===== config.mk =====
export PLATFORM = sky130hd
export DESIGN_NAME = drac_burst
export DESIGN_NICKNAME = d
export VERILOG_FILES = /design/src/rtl/drac_pkg.sv /design/src/rtl/drac_regfile.sv /design/src/rtl/drac_burst.sv
export SDC_FILE = /design/constraint.sdc
export NUM_CORES = 1
export LEC_CHECK = 0
export CORE_UTILIZATION = 45
export DETAILED_ROUTE_END_ITERATION = 10
export MAX_ROUTING_LAYER = met4
export PLACE_DENSITY = 0.77
export SETUP_SLACK_MARGIN = 0.05
export SKIP_CTS_REPAIR_TIMING = 1
export SLEW_MARGIN = 5
export SYNTH_ARGS = -nofsm -noshare
export SYNTH_HDL_FRONTEND = slang
export SYNTH_SLANG_ARGS = --single-unit
export TNS_END_PERCENT = 20

===== constraint.sdc =====
create_clock -name clk -period 2.3 [get_ports clk]
set_input_delay 0.23 -clock clk [delete_from_list [all_inputs] [get_ports clk]]
set_output_delay 0.23 -clock clk [all_outputs]
set_load 0.03 [all_outputs]

===== src/rtl/drac_pkg.sv =====
// Shared types and constants for the drac_burst SPI register bridge.
package drac_pkg;

  // Frame sequencing states.
  typedef enum logic [1:0] {
    ST_IDLE  = 2'd0,
    ST_CMD   = 2'd1,
    ST_WDATA = 2'd2,
    ST_RDATA = 2'd3
  } state_t;

  // Command byte layout: bit7 selects write, bits 6:0 carry the start address.
  localparam int CMD_WR_BIT = 7;
  localparam int CMD_ADDR_W = 7;

  // Bits needed to index every implemented byte, never less than one.
  function automatic int addr_w(input int n_regs);
    int w;
    w = $clog2(n_regs);
    return (w < 1) ? 1 : w;
  endfunction

endpackage


===== src/rtl/drac_regfile.sv =====
// Register storage for drac_burst: RW bytes, write decode, write strobes and
// the combined RW / read-only read mux.
module drac_regfile
  import drac_pkg::*;
#(
  parameter int N_WR = 42,
  parameter int N_RD = 6
) (
  input  logic                  clk,
  input  logic                  rst,
  input  logic                  i_wr_en,
  input  logic [CMD_ADDR_W-1:0] i_wr_addr,
  input  logic [7:0]            i_wr_data,
  input  logic [CMD_ADDR_W-1:0] i_rd_addr,
  input  logic [N_RD*8-1:0]     i_regr,
  output logic [N_WR*8-1:0]     o_regwr,
  output logic [N_WR-1:0]       o_wr_stb,
  output logic [7:0]            o_rd_data,
  output logic                  o_wr_legal
);

  localparam int N_TOT = N_WR + N_RD;
  localparam int AW    = addr_w(N_TOT);

  logic [7:0]      r_regs [N_WR];
  logic [N_WR-1:0] r_wr_stb;
  logic [7:0]      w_bytes [N_TOT];
  logic            w_rd_in_range;

  // Only addresses below N_WR hold writable storage.
  assign o_wr_legal = ({1'b0, i_wr_addr} < 8'(N_WR));

  // Write decode: update the addressed byte and raise its strobe for one cycle.
  always_ff @(posedge clk) begin
    if (rst) begin
      for (int i = 0; i < N_WR; i++) r_regs[i] <= 8'h00;
      r_wr_stb <= '0;
    end else begin
      r_wr_stb <= '0;
      for (int i = 0; i < N_WR; i++) begin
        if (i_wr_en && (i_wr_addr == CMD_ADDR_W'(i))) begin
          r_regs[i]   <= i_wr_data;
          r_wr_stb[i] <= 1'b1;
        end
      end
    end
  end

  // Unified byte view: RW storage first, then the live read-only inputs.
  for (genvar gi = 0; gi < N_WR; gi++) begin : g_rw
    assign w_bytes[gi]           = r_regs[gi];
    assign o_regwr[8*gi +: 8]    = r_regs[gi];
  end

  for (genvar gj = 0; gj < N_RD; gj++) begin : g_ro
    assign w_bytes[N_WR+gj] = i_regr[8*gj +: 8];
  end

  // Anything past the implemented map reads as zero.
  assign w_rd_in_range = ({1'b0, i_rd_addr} < 8'(N_TOT));
  assign o_rd_data     = w_rd_in_range ? w_bytes[i_rd_addr[AW-1:0]] : 8'h00;
  assign o_wr_stb      = r_wr_stb;

endmodule


===== src/rtl/drac_burst.sv =====
// SPI burst register bridge: decodes a command byte, then streams writes into
// the register file or reads out through tx_data, with address auto-advance.
//
// state    | meaning
// ---------+-----------------------------------------------------------
// ST_IDLE  | cs high (or waiting for cs to go high after reset)
// ST_CMD   | frame open, waiting for the command byte
// ST_WDATA | each received byte writes the current address
// ST_RDATA | each tx_req reloads tx_data from the current address
module drac_burst
  import drac_pkg::*;
#(
  parameter int N_WR     = 42,
  parameter int N_RD     = 6,
  parameter int AUTO_INC = 1,
  parameter int WRAP     = 1
) (
  input  logic              clk,
  input  logic              rst,
  input  logic              cs,
  input  logic              rx_valid,
  input  logic [7:0]        rx_data,
  input  logic              tx_req,
  output logic [7:0]        tx_data,
  output logic [N_WR*8-1:0] regwr,
  input  logic [N_RD*8-1:0] regr,
  output logic [N_WR-1:0]   wr_stb,
  output logic [7:0]        err_cnt,
  output logic              busy
);

  localparam int                    N_TOT     = N_WR + N_RD;
  localparam logic [CMD_ADDR_W-1:0] ADDR_TOP  = {CMD_ADDR_W{1'b1}};
  localparam logic [CMD_ADDR_W-1:0] ADDR_ZERO = {CMD_ADDR_W{1'b0}};

  state_t                r_state;
  state_t                w_state_nxt;
  logic                  r_wait_cs_hi;
  logic [CMD_ADDR_W-1:0] r_addr;
  logic [7:0]            r_tx_data;
  logic [7:0]            r_err_cnt;

  logic                  w_busy;
  logic                  w_cmd_byte;
  logic                  w_wr_byte;
  logic                  w_rd_cmd;
  logic                  w_rd_next;
  logic                  w_load;
  logic [CMD_ADDR_W-1:0] w_cmd_addr;
  logic [CMD_ADDR_W-1:0] w_rd_addr;
  logic [7:0]            w_rd_data;
  logic                  w_wr_legal;

  // In-map addresses wrap (or stick) at the last implemented byte; addresses
  // that start beyond the map run up to the top of the 7-bit space first.
  function automatic logic [CMD_ADDR_W-1:0] next_addr(input logic [CMD_ADDR_W-1:0] a);
    if (AUTO_INC == 0) return a;
    if ({1'b0, a} < 8'(N_TOT)) begin
      if ({1'b0, a} == 8'(N_TOT - 1)) return (WRAP != 0) ? ADDR_ZERO : a;
      return a + 1'b1;
    end
    if (a == ADDR_TOP) return (WRAP != 0) ? ADDR_ZERO : a;
    return a + 1'b1;
  endfunction

  assign w_cmd_addr = rx_data[CMD_ADDR_W-1:0];

  // State register.
  always_ff @(posedge clk) begin
    if (rst) r_state <= ST_IDLE;
    else     r_state <= w_state_nxt;
  end

  // Next-state logic; cs high always closes the frame.
  always_comb begin
    w_state_nxt = r_state;
    if (cs) begin
      w_state_nxt = ST_IDLE;
    end else begin
      case (r_state)
        ST_IDLE: if (!r_wait_cs_hi) w_state_nxt = ST_CMD;
        ST_CMD:  if (rx_valid) w_state_nxt = rx_data[CMD_WR_BIT] ? ST_WDATA : ST_RDATA;
        default: w_state_nxt = r_state;
      endcase
    end
  end

  // Per-state qualifiers; a byte or request arriving with cs high is dropped.
  always_comb begin
    w_busy     = (r_state != ST_IDLE);
    w_cmd_byte = (r_state == ST_CMD)   && rx_valid && !cs;
    w_wr_byte  = (r_state == ST_WDATA) && rx_valid && !cs;
    w_rd_cmd   = w_cmd_byte && !rx_data[CMD_WR_BIT];
    w_rd_next  = (r_state == ST_RDATA) && tx_req && !cs;
    w_load     = w_rd_cmd || w_rd_next;
    w_rd_addr  = (r_state == ST_CMD) ? w_cmd_addr : r_addr;
  end

  // After reset a frame already in flight must not resume: hold off until cs is seen high.
  always_ff @(posedge clk) begin
    if (rst)     r_wait_cs_hi <= 1'b1;
    else if (cs) r_wait_cs_hi <= 1'b0;
  end

  // Address counter: a read command consumes its start address immediately.
  always_ff @(posedge clk) begin
    if (rst) begin
      r_addr <= ADDR_ZERO;
    end else if (w_cmd_byte) begin
      r_addr <= rx_data[CMD_WR_BIT] ? w_cmd_addr : next_addr(w_cmd_addr);
    end else if (w_wr_byte || w_rd_next) begin
      r_addr <= next_addr(r_addr);
    end
  end

  // Saturating count of data bytes aimed at read-only or unmapped addresses.
  always_ff @(posedge clk) begin
    if (rst) begin
      r_err_cnt <= 8'h00;
    end else if (w_wr_byte && !w_wr_legal && (r_err_cnt != 8'hFF)) begin
      r_err_cnt <= r_err_cnt + 8'd1;
    end
  end

  // Transmit byte: loaded on read entry and each tx_req, zero outside reads.
  always_ff @(posedge clk) begin
    if (rst) begin
      r_tx_data <= 8'h00;
    end else if (w_load) begin
      r_tx_data <= w_rd_data;
    end else if (w_state_nxt != ST_RDATA) begin
      r_tx_data <= 8'h00;
    end
  end

  drac_regfile #(
    .N_WR (N_WR),
    .N_RD (N_RD)
  ) u_regfile (
    .clk        (clk),
    .rst        (rst),
    .i_wr_en    (w_wr_byte),
    .i_wr_addr  (r_addr),
    .i_wr_data  (rx_data),
    .i_rd_addr  (w_rd_addr),
    .i_regr     (regr),
    .o_regwr    (regwr),
    .o_wr_stb   (wr_stb),
    .o_rd_data  (w_rd_data),
    .o_wr_legal (w_wr_legal)
  );

  assign tx_data = r_tx_data;
  assign err_cnt = r_err_cnt;
  assign busy    = w_busy;

endmodule


* Word-level counts from Yosys, hierarchy flattened *
Memories as Yosys holds them, arrays and structs flattened.
Index checks and enable logic that the tools add are counted.

storage, ports and cells
  memories = 1
  logic and storage cells = 391
  memory bits (writable) = 336
  output and inout bits = 395
  register bits after elaboration = 68

cells by class
  add/subtract/negate cells = 3
  $lt $le $gt $ge = 5
  reductions and logical operators = 61
  bitwise operators = 43
  eq/ne operators = 50
  muxes and demuxes = 222

memories
  memory            depth  bits a word  rd ports  clocked after Yosys merged registers in  write ports  RTL line            RTL
  u_regfile.r_regs  42     8            42        0                                        42           drac_regfile.sv:25  logic [7:0] r_regs [N_WR];

operators by type and width
  kind                   count
  $mux W8                47
  $mux W1                154
  $eq A7 B5 Y1 const B   16
  $mux W7                16
  $eq A7 B6 Y1 const B   12
  $eq A7 B4 Y1 const B   8
  $logic_and A1 B1 Y1    51
  $bmux W8 S6            1
  $or A1 B1 Y1           42
  $eq A7 B3 Y1 const B   4
  $lt A7 B6 Y1 const B   4
  $add A7 B1 Y7 const B  2
  $eq A7 B2 Y1 const B   2
  $eq A7 B7 Y1 const B   2
  $add A8 B1 Y8 const B  1
  $ne A8 B8 Y1 const B   1
  $eq A7 B1 Y1 const B   1
  $ge A7 B7 Y1 const B   1
  $logic_not A7 Y1       1
  $not A6 Y7             1
  $mux W2                3
  $reduce_bool A2 Y1     3
  $eq A2 B2 Y1 const B   2
  $pmux W2 S2            1
  5 further kinds        8

* Depth between registers and ports, before layout *
Gate-level depths: netlist of the first run.

  depth after elaboration = 15
  gate-level depth with buffers = 11
  gate-level depth less buffers = 8

* Hierarchy *
A second synthesis of the first run with hierarchy kept.

unflattened totals
  cell total of the unflattened synthesis = 1252
  area total of the unflattened synthesis = 17605.6 um2

modules (own cells, without submodules)
  module        seq. area each (um2)  instances  cells an instance  area each (um2)
  drac_regfile  10930.5               1          1074               16079.2
  drac_burst    520.5                 1          178                1526.5

* Worst setup path after synthesis of the first run *
Ideal clock, no wire load.

  kind = register -> register
  start = register r_state[1]
  end = memory u_regfile.r_regs[21][0], in the netlist u_regfile.r_regs[2][40] (enable)
  data arrival time = 2.013 ns
  stages on the path, launching flop included = 9
  period minus slack after synthesis = 2.348 ns
  library setup time = 0.334 ns
  setup slack = -0.048 ns
  required time = 1.966 ns
  path through = dfxtp_1 > buf_4 > nor2b_1 > nand3b_1 > nor4b_1 > buf_2 > buf_2 > nand3_1 > nand2b_1

RTL lines
  what                      RTL line            RTL
  start: declaration        drac_burst.sv:36    state_t r_state;
  start signal: assignment  drac_burst.sv:71    else r_state <= w_state_nxt;
  end: declaration          drac_regfile.sv:25

* Final worst setup path of the first run *
  start = register r_state[1]
  end = register r_tx_data[7], in the netlist tx_data[7]

between the ends
  longest elaborated chain between the ends = 8
  elaborated cells on any way between the ends = 23

RTL lines
  what                                        RTL line                                              RTL
  $eq A2 B1 Y1                                drac_burst.sv:80, drac_burst.sv:91, drac_burst.sv:96
  $mux W7                                     drac_burst.sv:96                                      w_rd_addr = (r_state == ST_CMD) ? w_cmd_addr : r_addr;
  $not A6 Y7 (not written as such)            drac_regfile.sv:61                                    assign o_rd_data = w_rd_in_range ? w_bytes[i_rd_addr[AW-1:0]] : 8'h00;
  $bmux W8 S6                                 drac_regfile.sv:61
  $mux W8 (not written as such) (2 in a row)  drac_regfile.sv:61
  $mux W8                                     drac_regfile.sv:61
  $mux W8                                     drac_burst.sv:129                                     end else if (w_load) begin
  end signal: assignment                      drac_burst.sv:130                                     r_tx_data <= w_rd_data;
  end: declaration                            drac_burst.sv:40                                      logic [7:0] r_tx_data;

Several ways; a longest one is shown, not always the timed one. The select of a mux whose other input is x is not followed.
A chain may end at the register's enable or synchronous reset.

==> impl_metrics.py, run 1 <==
metrics = {
    "global_routing": {
        "grt_pass1_vias": 16720,
        "grt_overflow": 0,
        "antenna_found_initial": 0,
        "grt_pass1_wl_um": 112600,
        "grt_max_degree": 36,
        "track_usage_pct": 39.17,
    },
    "timing": {
        "fmax_mhz": 418.6,
        "maxSlewViolCount": 0,
        "worst_slack_ns": -0.08870,
        "layout_worst_path_cycle_share_pct": 103.9,
        "period_minus_slack_ns": 2.389,
        "rsz0062_at_grt": "yes",
        "tightest_slew_ns": 0.4923,
        "finalSetupViolations": 7,
        "clock_skew_ns": 0.01750,
        "hold_viol": 0,
        "slew_headroom_pct": 67.08,
    },
    "critical_path": {
        "crit_fanout": 15,
        "ff2ff_path_depth": 10,
        "r2r-start": "r_state[1]",
        "timing.rr.end": "tx_data[7]",
        "slowest_delay_ns": 0.39,
        "path_delay_family": "compound AO/OA/AOI/OAI gates",
        "cp_data_required_time_ns": 2.80,
        "critical_path_class": "reg2reg",
        "critPathLaunchType": "register",
        "crit_chain": "and3b_2 -> a21o_4 -> buf_12 -> buf_12 -> mux2i_1 -> buf_4 -> a32oi_4 -> a31oi_4 -> a211oi_4 -> a22o_1",
        "rrSetupSlack_ns": -0.09,
        "cp_num_buf_inv": 3,
        "cpMaxStageDelayCell": "dfxtp_4",
        "endpoint_kind": "register",
        "cp.arrival_ns": 2.89,
        "crit_path_frequent_cell": "buf_12",
    },
    "logic_synthesis": {
        "synth_cell_types": 64,
        "synth_nets": 1766,
        "synth_area_leaders": "edfxtp_1 (56%), dfxtp_1 (7.6%), nor2_1 (7.5%)",
        "avgSynthCellArea_um2": 10.61,
        "synth_top_area_share_pct": 55.98,
        "synth-seq-area-share_pct": 63.53,
        "postSynthRegisterBits": 404,
        "async_flop_share_pct": 0,
        "netlist_instances": 1699,
        "synth_edf_count": 336,
        "synth_warnings": 0,
        "synth_area_um2": 18020,
        "ys.flop_type": "edfxtp_1",
        "synth_top_area_cell": "edfxtp_1",
    },
    "die": {
        "fp.dieW_um": 202.1,
        "dieArea_um2": 40860,
        "start_util_pct": 46.10,
        "die_h_um": 202.1,
        "ios": 456,
        "core_um2": 39100,
        "rows": 72,
    },
    "placed_design": {
        "dp.cells": 2815,
        "gp_congestion": 1.041,
        "hpwlAfterDp_um": 60910,
        "portBuffers": 455,
        "placed_area_um2": 25210,
    },
    "clock_tree": {
        "cts_tree": "done",
        "cts_sinks": 404,
        "cts-root-buf": "clkbuf_16",
        "cts_buffers": 43,
        "htree_levels": 2,
        "clk_latency_ns": 0.56,
        "cts_buffer_depth": 3,
        "path_clk_slew_ns": 0.06,
    },
    "worst_hold_path": {
        "min_from": "rst",
        "min_path_cells": 3,
        "hold_path_end": "u_regfile.o_wr_stb[16]",
        "hp-class": "in2reg",
    },
    "routing": {
        "drtIter0Drc": 2202,
        "dr.pass1.iters": 8,
        "route.detailed.drc": 0,
        "wire_per_inst_um": 27.75,
        "met2WireLength_um": 38100,
        "viasPerCell": 5.950,
        "wl_met3_um": 9419,
        "vias": 17330,
        "wl_met1_um": 29420,
        "wl_um": 80800,
        "highest_layer": "met4",
        "ant_nets": 0,
    },
    "layout": {
        "multi_input_area_um2": 6558,
        "nFillCells": 2858,
        "final_area_um2": 27410,
        "fin_cells": 2912,
        "synthToLayoutAreaGrowth_pct": 52.06,
        "seqCellArea_um2": 11460,
        "finalNetCount": 2427,
        "drive_gt1_share_pct": 19.21,
        "antennaDiodeCount": 0,
    },
    "power": {
        "irDropWorstVdd_uv": 542.8,
        "power.density_nw_per_um2": 655.3,
        "leakage_nw": 10.10,
    },
    "outcome": {
        "violations": "setup timing",
        "status": "complete, but fails checks",
    },
    "run": {
        "max_cap_viol_count": 0,
    },
}
[cell usage in the layout (no fill, tap or decap), types with 5 or more instances in the layout]
cell type	count
clkbuf_1	9
buf_6	13
a221oi_2	5
a31oi_1	15
clkdlybuf4s50_1	453
nor2_1	356
inv_1	15
nand2b_1	35
nand2b_2	6
a21oi_1	38
edfxtp_1	336
nand2b_4	7
nand4_1	21
a211oi_2	5
clkbuf_16	47
ha_1	6
nand2_1	285
dfxtp_1	65
clkbuf_8	5
a21oi_2	7
buf_12	38
a32oi_2	5
a22o_1	6
clkinv_2	10
xor2_1	7
nand3_2	6
nor3_1	8
nand3_1	88
and3_1	7
o21bai_1	9
nor2_2	5
a31oi_2	7
nor2b_1	5
buf_4	234
a32oi_1	37
mux2i_1	54
o21ai_0	26
[per-stage QoR]
step           utilization [%]  hold WS, ns  TNS, ns  power, W  worst slack, ns
2_1_floorplan                -       0.3140   -3.305  0.009606         -0.03755
3_3_place_gp             64.49       0.4387   -8.450   0.01097          -0.7646
3_5_place_dp             64.49       0.4507   -15.21   0.01099          -0.8056
4_1_cts                  68.09       0.2289   -9.610   0.01780          -0.6841
5_1_grt                  70.10       0.2694   -1.433   0.01831          -0.1133
6_report                 70.10       0.2628  -0.3513   0.01796         -0.08870
[logic make-up (layout without fill, tap and decap cells)]
family,count (synthesis),after routing,synth area share (%)
flip-flops,404,404,63.53
AO/OA/AOI/OAI,202,202,7.789
AND/OR/NAND/NOR,871,871,20.75
XOR/XNOR,10,10,0.4860
adder cells (fa/ha/maj),6,6,0.4165
multiplexers,63,63,3.596
buffers and inverters,143,838,3.429
[layout make-up]
type	instances	area share, %
clock buffers	60	4.574
clock inverters	19	0.5661
inverters	15	0.2054
multi-input cells	1152	23.93
flip-flops and latches	404	41.81
well taps	518	2.365
repair buffers	744	26.55
[routing by layer]
layer,GRT usage [%],vias up
met4,15.98,0
met3,7.159,258
met2,61.24,1370
met5,-,-
li1,-,7343
met1,50.42,8354
[worst min-delay path, cell delays in order]
cell    delay, ns
buf_2        0.12
buf_4        0.27
nor2_1       0.14
[power breakdown]
group | switching (W) | internal [W]
clock | 0.00293 | 0.00404
sequential | 0.000267 | 0.00818
combinational | 0.00153 | 0.00101
[registers in the layout (all words and copies together), names as in the netlist]
name                count
r_addr                  7
u_regfile.o_wr_stb     42
r_state                 2
err_cnt                 8
tx_data                 8
r_wait_cs_hi            1
u_regfile.r_regs      336
[synthesized netlist by cell type (all sizes together) (6+ instances only)]
master	instances
buf	51
o21bai	9
nand4	21
and3	7
a32oi	43
a22o	6
nand2b	48
o21ai	29
nor4	9
nand2	288
nand3	95
mux2i	58
a21oi	48
nor2	361
nor3	10
inv	15
ha	6
a31oi	26
a211oi	9
a221oi	7
xor2	7
edfxtp	336
clkbuf	77
nor2b	7
dfxtp	68
[how the worst max path moves through the flow]
stage                     slack, ns  startpoint                endpoint  depth (start not counted)
after global placement        -0.76  rx_data[1]              tx_data[7]                         10
after global routing          -0.11  r_state[1]              tx_data[7]                         10
after detailed placement      -0.81  rx_data[1]              tx_data[7]                         10
after CTS                     -0.68  r_state[1]              tx_data[7]                         10
final                         -0.09  r_state[1]              tx_data[7]                         10
after floorplan               -0.04  r_state[1]  u_regfile.r_regs[0][0]                          7
No activity file was read; power rests on OpenSTA's default activity.
==> inputs of run 2 (changes only) <==
- CAP_MARGIN: not set -> 20
- CORE_MARGIN: not set -> 10
- TNS_END_PERCENT: 20 -> not set
==> impl_metrics.py, run 2 (synthesis results as in run 1) <==
metrics = {
    "outcome": {
        "violations": "setup timing",
        "status": "complete, but fails checks",
    },
    "timing": {
        "tightest_slew_ns": 0.6670,
        "layout_worst_path_cycle_share_pct": 108.8,
        "hold_viol": 0,
        "finalSetupViolations": 24,
        "rsz0062_at_grt": "yes",
        "worst_slack_ns": -0.2027,
        "clock_skew_ns": 0.02029,
        "slew_headroom_pct": 55.07,
        "period_minus_slack_ns": 2.503,
        "fmax_mhz": 399.6,
        "setup-tns-final_ns": -1.220,
        "maxSlewViolCount": 0,
    },
    "die": {
        "die_h_um": 220.1,
        "core_um2": 39640,
        "ios": 456,
        "dieArea_um2": 48460,
        "rows": 73,
        "fp.dieW_um": 220.1,
        "start_util_pct": 45.47,
    },
    "placed_design": {
        "hpwlAfterDp_um": 66540,
        "gp_congestion": 1.087,
        "portBuffers": 455,
    },
    "global_routing": {
        "grt_pass1_wl_um": 118100,
        "antenna_found_initial": 0,
        "grt_overflow": 0,
        "track_usage_pct": 34.58,
        "grt_pass1_vias": 16900,
        "grt_max_degree": 38,
    },
    "routing": {
        "wl_um": 87240,
        "drtIter0Drc": 2602,
        "dr.pass1.iters": 6,
        "vias": 17580,
        "wire_per_inst_um": 29.72,
        "viasPerCell": 5.989,
        "route.detailed.drc": 0,
        "ant_nets": 0,
    },
    "clock_tree": {
        "cts_buffers": 42,
        "htree_levels": 2,
        "cts_tree": "done",
        "cts-root-buf": "clkbuf_16",
        "path_clk_slew_ns": 0.06,
        "cts_buffer_depth": 3,
        "cts_sinks": 404,
        "clk_latency_ns": 0.57,
    },
    "critical_path": {
        "cp_data_required_time_ns": 2.76,
        "path_delay_family": "compound AO/OA/AOI/OAI gates",
        "critical_path_class": "reg2reg",
        "endpoint_kind": "register",
        "crit_fanout": 6,
        "cp.arrival_ns": 2.96,
        "crit_chain": "buf_6 -> and3b_2 -> a21o_4 -> buf_6 -> mux2i_1 -> a221oi_2 -> nor4_2 -> buf_4 -> a211oi_4 -> a22o_1",
        "slowest_delay_ns": 0.45,
        "critPathLaunchType": "register",
        "cpMaxStageDelayCell": "mux2i_1",
        "cp.depth": 10,
        "crit_path_frequent_cell": "buf_6",
        "ff2ff_path_depth": 10,
        "cp_num_buf_inv": 3,
        "cp-startpoint": "r_state[1]",
        "r2r-start": "r_state[1]",
    },
    "worst_hold_path": {
        "min_path_cells": 4,
        "hp-class": "in2reg",
        "min_from": "rx_valid",
    },
    "power": {
        "irDropWorstVdd_uv": 577.0,
        "leakage_nw": 10.38,
        "power.density_nw_per_um2": 627.2,
    },
    "run": {
        "max_cap_viol_count": 0,
    },
    "layout": {
        "final_util_pct": 71.54,
        "drive_gt1_share_pct": 21.78,
        "antennaDiodeCount": 0,
        "mostFrequentLayoutCells": "clkdlybuf4s50_1 (453), nor2_1 (352), edfxtp_1 (336)",
        "finalNetCount": 2444,
        "final_common_cell": "clkdlybuf4s50_1",
        "nFillCells": 2825,
        "top_register": "u_regfile.r_regs",
        "largest_reg_flops": 336,
        "synthToLayoutAreaGrowth_pct": 57.35,
    },
}
-- run 2: area by class of cell --
type	count	area (µm²)	share of cell area, %
clock buffer	58	1155	4.072
multi-input combinational	1152	7174	25.30
sequential	404	11460	40.40
clock inverter	19	156.4	0.5515
tap	525	656.9	2.316
timing repair buffer	762	7705	27.17
inverter	15	56.30	0.1985
-- run 2: worst paths after layout --
| check | slack (ns) | endpoint |
|---|---|---|
| setup / recovery | -0.20 | tx_data[1] |
| hold / removal | 0.47 | r_state[1] |
| setup reg to reg | -0.20 | tx_data[1] |
| hold reg to reg | 0.48 | r_wait_cs_hi |
-- run 2: per-layer routing --
metal	up-vias	track usage (%)	share of wire, %	routed length [µm]
met2	1415	54.84	47	41340
li1	7372	-	-	-
met3	256	7.115	11	9652
met5	-	-	0	0
met1	8536	42.84	37	31990
met4	0	13.90	4.9	4256
-- run 2: stage by stage --
step	setup slack [ns]	cell area (µm²)	total power, W	std cells	hold slack (ns)
after floorplan	-0.002304	18060	0.009607	1699	0.3140
after global placement	-0.8270	25310	0.01106	2824	0.4349
after detailed placement	-0.8021	25310	0.01106	2824	0.4563
after CTS	-0.6211	26620	0.01753	2901	-0.08773
after global routing	-0.2573	28360	0.01818	2935	0.4777
final	-0.2027	28360	0.01779	2935	0.4694
-- run 2: power by group --
part	internal [W]	switching (W)	leakage, nW
Sequential	0.00819	0.000267	3.97
Clock	0.00376	0.00285	0.633
Combinational	0.00111	0.00161	5.78
Total	0.0131	0.00473	10.4
-- run 2: worst reg2reg max path, cell delays in order, from the launching register on --
cell and delay, ns:
dfxtp_2 0.33, buf_6 0.12, and3b_2 0.27, a21o_4 0.19, buf_6 0.17, mux2i_1 0.45
a221oi_2 0.15, nor4_2 0.26, buf_4 0.17, a211oi_4 0.08, a22o_1 0.20
==> inputs of run 3 (changes only) <==
- REMOVE_ABC_BUFFERS: not set -> 1
==> impl_metrics.py, run 3 (synthesis results as in run 1) <==
metrics = {
    "outcome": {
        "status": "complete, but fails checks",
        "violations": "setup timing",
    },
    "die": {
        "start_util_pct": 45.47,
        "rows": 73,
        "die_h_um": 220.1,
        "fp.dieW_um": 220.1,
        "core_um2": 39640,
        "dieArea_um2": 48460,
        "ios": 456,
    },
    "layout": {
        "fin_cells": 2951,
        "multi_input_area_um2": 6640,
        "synthToLayoutAreaGrowth_pct": 54.77,
        "largest_reg_flops": 336,
        "mostFrequentLayoutCells": "clkdlybuf4s50_1 (453), nor2_1 (357), edfxtp_1 (336)",
        "nFillCells": 2873,
        "seqCellArea_um2": 11460,
        "final_common_cell": "clkdlybuf4s50_1",
        "top_register": "u_regfile.r_regs",
        "drive_gt1_share_pct": 20.24,
        "finalNetCount": 2456,
    },
    "clock_tree": {
        "cts-root-buf": "clkbuf_16",
        "htree_levels": 2,
        "cts_sinks": 404,
        "cts_buffer_depth": 3,
        "path_clk_slew_ns": 0.06,
        "clk_latency_ns": 0.55,
        "cts_buffers": 42,
        "cts_tree": "done",
    },
    "timing": {
        "slew_headroom_pct": 64.36,
        "fmax_mhz": 413.0,
        "finalSetupViolations": 14,
        "maxSlewViolCount": 0,
        "hold_viol": 0,
        "fin_hold_ws_ns": 0.1032,
        "worst_slack_ns": -0.1211,
        "layout_worst_path_cycle_share_pct": 105.3,
        "clock_skew_ns": 0.03048,
        "rsz0062_at_grt": "yes",
        "tightest_slew_ns": 0.5339,
        "period_minus_slack_ns": 2.421,
    },
    "placed_design": {
        "portBuffers": 455,
        "hpwlAfterDp_um": 62130,
        "dp.cells": 2843,
        "gp_congestion": 1.012,
    },
    "critical_path": {
        "path_delay_family": "compound AO/OA/AOI/OAI gates",
        "crit_fanout": 12,
        "cp.arrival_ns": 2.91,
        "slowest_delay_ns": 0.38,
        "cpMaxStageDelayCell": "dfxtp_4",
        "cp_num_buf_inv": 3,
        "critical_path_class": "reg2reg",
        "critPathLaunchType": "register",
        "cp_data_required_time_ns": 2.79,
        "crit_chain": "buf_4 -> and3b_1 -> a21o_4 -> buf_4 -> clkbuf_16 -> mux2i_1 -> a32oi_1 -> nand4_1 -> a211oi_2 -> a22o_1",
        "crit_path_frequent_cell": "buf_4",
        "endpoint_kind": "register",
    },
    "routing": {
        "wl_met1_um": 29350,
        "vias": 17340,
        "wl_met3_um": 9475,
        "wire_per_inst_um": 27.89,
        "viasPerCell": 5.876,
        "wl_um": 82310,
        "dr.pass1.iters": 6,
        "highest_layer": "met4",
        "route.detailed.drc": 0,
        "drtIter0Drc": 2199,
        "met2WireLength_um": 39450,
        "ant_nets": 0,
    },
    "power": {
        "irDropWorstVdd_uv": 573.5,
        "leakage_nw": 10.33,
        "power.density_nw_per_um2": 641.3,
    },
    "global_routing": {
        "grt_pass1_wl_um": 113700,
        "grt_max_degree": 36,
        "track_usage_pct": 32.78,
        "antenna_found_initial": 5,
        "grt_overflow": 0,
        "grt_pass1_vias": 17080,
    },
    "run": {
        "max_cap_viol_count": 0,
    },
    "worst_hold_path": {
        "hp-class": "in2reg",
    },
}
-- run 3: cell types whose count changed in the layout (fill, tap and decap cells not counted), moves of 5 or more --
cell and change:
buf_4 +29, buf_6 -12, nand2b_4 -10, nor2_1 +5, nand2b_2 +6, a31oi_1 +8
nor2_2 -6, a31oi_4 -7, mux2i_1 +8, mux2i_2 -6, o21bai_4 -8, diode_2 +5
o21bai_1 +8
-- run 3: path summary, 6_finish.rpt --
check                           cells past startpoint       start          to  slack (ns)
worst max-delay path                               10  r_state[0]  tx_data[3]       -0.12
worst min-delay path                                2         rst   r_addr[3]        0.10
worst max register to register                     10  r_state[0]  tx_data[3]       -0.12
worst min register to register                      1  tx_data[2]  tx_data[2]        0.46
-- run 3: per-stage QoR --
| stage | setup slack, ns | area, µm² | total power (W) | TNS, ns | utilization (%) |
|---|---|---|---|---|---|
| finish | -0.1211 | 27900 | 0.01789 | -0.8115 | 70.37 |
| global route | -0.1863 | 27900 | 0.01829 | -1.857 | 70.37 |
| CTS | -0.4177 | 26890 | 0.01779 | -5.953 | 67.85 |
| detailed placement | -0.4821 | 25530 | 0.01108 | -89.80 | 64.41 |
| global placement | -0.4475 | 25530 | 0.01106 | -62.37 | 64.41 |
| floorplan | -3.041 | 17460 | 0.009545 | -338.56 | - |
-- run 3: report_power, final --
| group | internal [W] | leakage (nW) | switching (W) | total, W |
|---|---|---|---|---|
| Combinational | 0.00108 | 5.70 | 0.00156 | 0.00263 |
| Clock | 0.00403 | 0.660 | 0.00280 | 0.00683 |
| Sequential | 0.00818 | 3.97 | 0.000246 | 0.00843 |
| Total | 0.0133 | 10.3 | 0.00460 | 0.0179 |
-- run 3: per-layer routing --
| layer | vias to the layer above | global-route usage (%) |
|---|---|---|
| met4 | 0 | 14.11 |
| met5 | - | - |
| met1 | 8364 | 38.46 |
| met2 | 1314 | 53.15 |
| met3 | 255 | 7.948 |
| li1 | 7408 | - |
-- run 3: layout make-up --
class	count	area share (%)
sequential	404	41.08
timing repair buffer	774	27.63
multi-input combinational	1152	23.80
clock buffer	62	4.257
tap	525	2.355
clock inverter	14	0.6324
inverter	15	0.2018
antenna	5	0.04485
-- run 3: worst reg2reg max path, delay by kind of cell, from the launching register on --
family          cells  cell delay (ns)
compound gates      4             0.87
flops               1             0.38
mux                 1             0.20
simple gates        2             0.44
buf+inv             3             0.48
